==> src/rtl/vga_timing_gen.sv <==
// Programmable VGA raster timing generator: pixel-clock divider, h/v raster
// counters and an output pipeline of 1+OUT_DELAY stages for latency matching.
module vga_timing_gen #(
  parameter int CNT_W     = 11,
  parameter int H_ACTIVE  = 640,
  parameter int H_FP      = 16,
  parameter int H_SYNC    = 96,
  parameter int H_BP      = 48,
  parameter int V_ACTIVE  = 480,
  parameter int V_FP      = 10,
  parameter int V_SYNC    = 2,
  parameter int V_BP      = 33,
  parameter int H_POL     = 0,
  parameter int V_POL     = 0,
  parameter int PIX_DIV   = 1,
  parameter int OUT_DELAY = 0
) (
  input  logic             i_Clk,
  input  logic             i_Rst,
  input  logic             i_Enable,
  output logic             o_HSync,
  output logic             o_VSync,
  output logic             o_DE,
  output logic [CNT_W-1:0] o_Col,
  output logic [CNT_W-1:0] o_Row,
  output logic             o_Line_Start,
  output logic             o_Frame_Start,
  output logic             o_Pix_En
);

  localparam int H_TOTAL = H_ACTIVE + H_FP + H_SYNC + H_BP;
  localparam int V_TOTAL = V_ACTIVE + V_FP + V_SYNC + V_BP;
  localparam int OW      = 2 * CNT_W + 6;

  typedef logic [CNT_W-1:0] cnt_t;

  typedef struct packed {
    logic hs;
    logic vs;
    logic de;
    cnt_t col;
    cnt_t row;
    logic ls;
    logic fs;
    logic pe;
  } out_t;

  localparam cnt_t H_LAST = cnt_t'(H_TOTAL - 1);
  localparam cnt_t V_LAST = cnt_t'(V_TOTAL - 1);
  localparam cnt_t H_ACT  = cnt_t'(H_ACTIVE);
  localparam cnt_t V_ACT  = cnt_t'(V_ACTIVE);
  localparam cnt_t HS_BEG = cnt_t'(H_ACTIVE + H_FP);
  localparam cnt_t HS_END = cnt_t'(H_ACTIVE + H_FP + H_SYNC);
  localparam cnt_t VS_BEG = cnt_t'(V_ACTIVE + V_FP);
  localparam cnt_t VS_END = cnt_t'(V_ACTIVE + V_FP + V_SYNC);

  localparam logic [3:0] DIV_LAST = 4'(PIX_DIV - 1);
  localparam logic       HS_ON    = (H_POL != 0) ? 1'b1 : 1'b0;
  localparam logic       VS_ON    = (V_POL != 0) ? 1'b1 : 1'b0;
  localparam out_t       RST_VAL  = out_t'({~HS_ON, ~VS_ON, {(OW-2){1'b0}}});

  if ((longint'(H_TOTAL) >= (longint'(1) << CNT_W)) ||
      (longint'(V_TOTAL) >= (longint'(1) << CNT_W))) begin : g_bad_total
    $error("vga_timing_gen: H_TOTAL/V_TOTAL do not fit in CNT_W bits");
  end
  if ((PIX_DIV < 1) || (PIX_DIV > 16)) begin : g_bad_div
    $error("vga_timing_gen: PIX_DIV must be 1..16");
  end
  if ((OUT_DELAY < 0) || (OUT_DELAY > 8)) begin : g_bad_delay
    $error("vga_timing_gen: OUT_DELAY must be 0..8");
  end

  logic [3:0] div_q, div_d;
  cnt_t       h_q, h_d;
  cnt_t       v_q, v_d;
  logic       tick_s;
  logic       de_s;
  out_t       st0_d;
  out_t       pipe_q [OUT_DELAY+1];

  assign tick_s = i_Enable && (div_q == DIV_LAST);
  assign de_s   = (h_q < H_ACT) && (v_q < V_ACT);

  // Next-state of the divider and the raster position.
  always_comb begin
    div_d = div_q;
    h_d   = h_q;
    v_d   = v_q;
    if (tick_s) begin
      div_d = 4'd0;
      if (h_q == H_LAST) begin
        h_d = '0;
        if (v_q == V_LAST) begin
          v_d = '0;
        end else begin
          v_d = v_q + cnt_t'(1);
        end
      end else begin
        h_d = h_q + cnt_t'(1);
      end
    end else if (i_Enable) begin
      div_d = div_q + 4'd1;
    end else begin
      div_d = div_q;
    end
  end

  // Stage-0 output decode; strobes exist only on tick cycles, the rest hold when paused.
  always_comb begin
    st0_d    = pipe_q[0];
    st0_d.ls = 1'b0;
    st0_d.fs = 1'b0;
    st0_d.pe = 1'b0;
    if (i_Enable) begin
      st0_d.hs  = ((h_q >= HS_BEG) && (h_q < HS_END)) ? HS_ON : ~HS_ON;
      st0_d.vs  = ((v_q >= VS_BEG) && (v_q < VS_END)) ? VS_ON : ~VS_ON;
      st0_d.de  = de_s;
      st0_d.col = de_s ? h_q : '0;
      st0_d.row = de_s ? v_q : '0;
      st0_d.ls  = tick_s && (h_q == '0);
      st0_d.fs  = tick_s && (h_q == '0) && (v_q == '0);
      st0_d.pe  = tick_s;
    end else begin
      st0_d.pe = 1'b0;
    end
  end

  // Raster counters.
  always_ff @(posedge i_Clk or posedge i_Rst) begin
    if (i_Rst) begin
      div_q <= 4'd0;
      h_q   <= '0;
      v_q   <= '0;
    end else begin
      div_q <= div_d;
      h_q   <= h_d;
      v_q   <= v_d;
    end
  end

  // Output pipeline: stage 0 plus OUT_DELAY identical delay stages.
  always_ff @(posedge i_Clk or posedge i_Rst) begin
    if (i_Rst) begin
      for (int i = 0; i <= OUT_DELAY; i++) begin
        pipe_q[i] <= RST_VAL;
      end
    end else begin
      pipe_q[0] <= st0_d;
      for (int i = 1; i <= OUT_DELAY; i++) begin
        pipe_q[i] <= pipe_q[i-1];
      end
    end
  end

  assign o_HSync       = pipe_q[OUT_DELAY].hs;
  assign o_VSync       = pipe_q[OUT_DELAY].vs;
  assign o_DE          = pipe_q[OUT_DELAY].de;
  assign o_Col         = pipe_q[OUT_DELAY].col;
  assign o_Row         = pipe_q[OUT_DELAY].row;
  assign o_Line_Start  = pipe_q[OUT_DELAY].ls;
  assign o_Frame_Start = pipe_q[OUT_DELAY].fs;
  assign o_Pix_En      = pipe_q[OUT_DELAY].pe;

endmodule

==> config.mk <==
export PLATFORM = sky130hd
export DESIGN_NAME = vga_timing_gen
export DESIGN_NICKNAME = d
export VERILOG_FILES = /design/src/rtl/vga_timing_gen.sv
export SDC_FILE = /design/constraint.sdc
export NUM_CORES = 1
export LEC_CHECK = 0
export ABC_AREA = 1
export CAP_MARGIN = 20
export CORE_MARGIN = 5
export CORE_UTILIZATION = 52
export CTS_BUF_LIST = sky130_fd_sc_hd__clkbuf_8
export CTS_CLUSTER_DIAMETER = 80
export DETAILED_ROUTE_END_ITERATION = 7
export PLACE_DENSITY = 0.82
export SLEW_MARGIN = 25
export SYNTH_ARGS = -nofsm -noshare
export SYNTH_HDL_FRONTEND = slang
export SYNTH_SLANG_ARGS = --single-unit
export TNS_END_PERCENT = 1
==> constraint.sdc <==
create_clock -name i_Clk -period 1.66 [get_ports i_Clk]
set_input_delay 0.332 -clock i_Clk [delete_from_list [all_inputs] [get_ports i_Clk]]
set_output_delay 0.332 -clock i_Clk [all_outputs]
set_load 0.1 [all_outputs]
; ---- Yosys cells after proc, flatten, opt, wreduce, memory -nomap -nowiden
; Index checks and enable logic that the tools add are counted.
[totals]
reg_bits = 54
latch_bits = 0
mem_bits_rw = 0
mem_bits_ro = 0
input_bits = 3
wordCells = 43
n_memories = 0
[classes]
addsub = 3
multipliers = 0
div = 0
n_lt_le_gt_ge = 6
eq_ne = 2
n_shift = 0
muxes = 10
n_bitwise = 0
reduce_logical = 11
[op_table]
columns = cell, n
row1 = $mux 11, 4
row2 = $add 11x1->11 const B, 2
row3 = $eq 11x10->1 const B, 2
row4 = $logic_not 11->1, 2
row5 = $lt 11x10->1 const B, 2
row6 = $lt 11x9->1 const B, 2
row7 = $ge 11x10->1 const B, 1
row8 = $ge 11x9->1 const B, 1
row9 = $mux 4, 2
row10 = $logic_and 1x1->1, 6
row11 = $add 4x1->4 const B, 1
row12 = $logic_not 4->1, 1
row13 = $mux 1, 3
row14 = $mux 2, 1
row15 = $reduce_and 2->1, 1
row16 = $reduce_bool 2->1, 1

; ---- Longest topological paths before layout
[logic_depth]
depth_word = 5
depth_mapped = 8

; ---- Least setup slack after synthesis
; OpenSTA, ideal clock, no wires.
[synth_timing]
path_type = register to register
startpoint = reg h_q[0]
endpoint = reg v_q[5]
setup_ps = 120
arrival_time_ps = 1234
required_ps = 1540
slack_ps = 306
stages_incl_launch_ff = 8
path_cell_list = dfrtp_1 -> ha_1 -> inv_1 -> nor2_4 -> nand4_1 -> buf_2 -> nand2_1 -> o21ai_2
[synth_between]
elab_chain_cells = 2
[synth_rtl]
columns = element, line_no
row1 = start: declaration, 74  ; cnt_t h_q, h_d;
row2 = start signal: assignment, 132  ; h_q <= '0;
row3 = start signal: assignment, 136  ; h_q <= h_d;
row4 = $eq 11x10->1, 91  ; if (h_q == H_LAST) begin
row5 = $reduce_and 2->1 (no line), --
row6 = end signal: assignment, 137  ; v_q <= v_d;
row7 = end: declaration, 75  ; cnt_t v_q, v_d;
; No other way between the ends.
; A chain may end at the register's enable or synchronous reset.

; ---- Worst setup path after layout
[layout_timing]
startpoint = reg h_q[0]
endpoint = reg v_q[3]
; The elaborated chain is that of the path after synthesis.

==> impl_metrics.env <==
export IMPL_die_h_um=81.32
export IMPL_htree_levels=2
export IMPL_num_rows=26
export IMPL_clkSlewWorstSetupHoldPaths_ps=100
export IMPL_seq_area_sq_mm=0.001354
export IMPL_drt_iter0_drc=220
export IMPL_grtUsageMet2=0.3567
export IMPL_grt_use_met1=0.2420
export IMPL_share_comb_of_total_power=0.395
export IMPL_worst_r2r_cell_count=7
export IMPL_switching_share=0.4246
export IMPL_vdd_drop_max_uv=737.3
export IMPL_drc=0
export IMPL_detailed_place_hpwl_um=4657
export IMPL_yosys_most_used_dff="dfrtp_1"
export IMPL_antenna_cells=0
export IMPL_slowest_stage="dfrtp_1"
export IMPL_outcome="complete, no violations"
export IMPL_path_cells="ha_2 > inv_1 > nor2_4 > nand3_4 > nor2_4 > nand3b_1 > nand2_1"
export IMPL_period_minus_slack_ps=1565
export IMPL_drv_slew=0
export IMPL_postCtsSetupBuffers=0
export IMPL_synth_seq_area_share=0.5118
export IMPL_top_usage_layer="met2"
export IMPL_gp_congestion=0.8968
export IMPL_ys_ff_latch=54
export IMPL_synth_top_area_share=0.4920
export IMPL_met3_usage=0.03769
export IMPL_post_cts_resized=0
export IMPL_cp_startpoint="h_q[0]$_DFFE_PP0N_"
export IMPL_viasPerCell=5.319
export IMPL_root_buffer="clkbuf_8"
export IMPL_cts_buffers_inserted=5
export IMPL_hold_path_class="primary input to asynchronous set/reset pin"
export IMPL_syn_area_sq_mm=0.002645
export IMPL_clock_skew_ps=12.69
export IMPL_r2r_start="h_q[0]$_DFFE_PP0N_"
export IMPL_required_ps=1910
export IMPL_worstSetupPathType="flop to flop"
export IMPL_arrival_ps=1820
export IMPL_max_slew_margin=0.7475
export IMPL_numPortBuffers=30
export IMPL_grt_overflow_total=0
export IMPL_power_share_sequential=0.428
export IMPL_grt_use_total=0.2025
export IMPL_antenna_found_initial=0
export IMPL_wl_per_cell_um=14.28
export IMPL_cts_sinks=54
export IMPL_yosys_warnings=0
export IMPL_ant_nets=0
export IMPL_grt_pass1_wl_um=10230
export IMPL_hold_viol_final=0
export IMPL_area_growth_pct=32.26
export IMPL_yosysUniqueCellTypes=31
export IMPL_cts_tree="yes"
export IMPL_power_internal_mw=2.362
export IMPL_synth_avg_cell_area_sq_um=8.318
export IMPL_layoutNonFillerInstCount=432
export IMPL_wl_um=6168
export IMPL_cap_violations=0
export IMPL_rsz0062_at_grt="no"
export IMPL_postCtsHoldBufs=0
export IMPL_grt_start_max_net_pins=55
export IMPL_num_fill_cells=388
export IMPL_cp_common_cell="nor2_4"
export IMPL_clk_path_buf_depth=2
export IMPL_reg2reg_slack_ps=100
export IMPL_multiInputGateArea_sq_mm=0.001122
export IMPL_hold_worst_slack_ps=386.5
export IMPL_max_stage_delay_ps=420
export IMPL_fin_crit_sh=0.9427
export IMPL_via_count=2298
export IMPL_pre_cts_ws_ps=-91.75
export IMPL_drive_gt1_frac=0.1906
export IMPL_fp_dieW_um=81.32
export IMPL_syn_instance_count=318
export IMPL_fmax_mhz=639.0
export IMPL_dr_pass1_iters=5
export IMPL_synth_edf_count=0
export IMPL_syn_nets=327
export IMPL_power_switching_mw=1.743
export IMPL_tightestPinTransition_ps=377.4
export IMPL_setup_ws_ps=95.09
export IMPL_crit_fanout=6
export IMPL_setup_worst_path_end="v_q[3]$_DFFE_PP0P_"
export IMPL_cp_start_kind="flop"
export IMPL_p_clk_frac=0.177
export IMPL_start_util=0.5280
export IMPL_end_kind="flop"
export IMPL_placed_cells=423
export IMPL_die_area_sq_mm=0.006613
export IMPL_ios=31
export IMPL_synthArstFlopShare=1.000
export IMPL_setup_viol=0
export IMPL_powerDensity_mw_per_mm2=1173
export IMPL_ys_top_cells_by_count="88 x nand2_1, 52 x dfrtp_1, 36 x inv_1, 24 x nor2_1, 23 x nand3_1"
export IMPL_ys_top_cells_by_area="dfrtp_1 49%, nand2_1 12%, inv_1 5.1%"
export IMPL_nNetsFinal=370
export IMPL_insertion_delay_ps=310
export IMPL_r2r_end="v_q[3]$_DFFE_PP0P_"
export IMPL_design_core_area_sq_mm=0.005010
export IMPL_yosysMostFrequentCell="nand2_1"
export IMPL_grt_pass1_vias=2194
export IMPL_yosys_area_top_type="dfrtp_1"
export IMPL_p_leak_nw=1.619
-- logic make-up after synthesis --
family,synth area share
simple gates,0.2876
flops,0.5118
buf+inv,0.07190
fa+ha+maj,0.02838
xor+xnor,0.02980
compound gates,0.07049
-- layer usage --
| layer | up-vias | routed length [um] |
|---|---|---|
| met5 | - | 0 |
| met4 | 0 | 180 |
| met3 | 19 | 271 |
| met2 | 83 | 3192 |
| met1 | 1095 | 2524 |
| li1 | 1101 | - |
-- flip-flops by register name, indices dropped and copies added, names as in the netlist, 4 cells and up --
name   cells
o_Row     11
div_q      4
v_q       11
o_Col     11
h_q       11
-- power by group through the flow --
stage	clock network, mW	registers [mW]	logic, mW
finish	0.728	1.76	1.62
global route	0.809	1.79	1.72
CTS	0.746	1.76	1.61
detailed placement	0	1.78	1.61
global placement	0	1.77	1.58
floorplan	0	2.28	0.473
-- worst min-delay path by stage --
stage	slack (ps)	startpoint	endpoint
2_1_floorplan	450	div_q[3]$_DFFE_PP0P_	div_q[3]$_DFFE_PP0P_
3_3_place_gp	470	div_q[3]$_DFFE_PP0P_	div_q[3]$_DFFE_PP0P_
3_5_place_dp	460	div_q[3]$_DFFE_PP0P_	div_q[3]$_DFFE_PP0P_
4_1_cts	390	i_Rst	o_Row[9]$_DFFE_PP0P_
5_1_grt	420	i_Rst	o_Row[1]$_DFFE_PP0P_
6_report	390	i_Rst	o_Row[9]$_DFFE_PP0P_
-- layout make-up --
class | instances | area share
Tap cell | 70 | 0.02504
Clock buffer | 5 | 0.01967
Clock inverter | 3 | 0.006080
Timing Repair Buffer | 44 | 0.1996
Inverter | 39 | 0.04185
Multi-Input combinational cell | 217 | 0.3208
Sequential cell | 54 | 0.3870
-- cell usage in the layout, fill, tap and decap left out, drive strengths merged, types with 2 or more instances in the layout --
cell	Yosys	layout
buf	6	42
nand3	25	25
clkbuf	3	5
o21ai	31	31
dfrtp	52	52
clkinv	0	2
a21oi	3	3
dfstp	2	2
nand4	10	10
nor3	6	6
ha	6	6
xor2	8	8
clkdlybuf4s50	0	2
nor2	29	30
nand2	89	89
inv	39	39
nand3b	3	3
-- through the flow --
step	instance area [sq um]	util	setup TNS (ps)	total power, mW
6_report	3498	0.6983	0	4.105
3_3_place_gp	3387	0.6761	-604.1	3.348
3_5_place_dp	3387	0.6761	-1213	3.393
2_1_floorplan	2645	-	0	2.750
5_1_grt	3498	0.6983	0	4.329
4_1_cts	3477	0.6941	0	4.117
-- worst max-delay path, delay by kind of cell, from the launching register on --
family | cells | cell delay (ps)
flops | 1 | 420
simple gates | 5 | 800
fa+ha+maj | 1 | 220
buf+inv | 1 | 80
No activity file was read; power rests on OpenSTA's default activity.
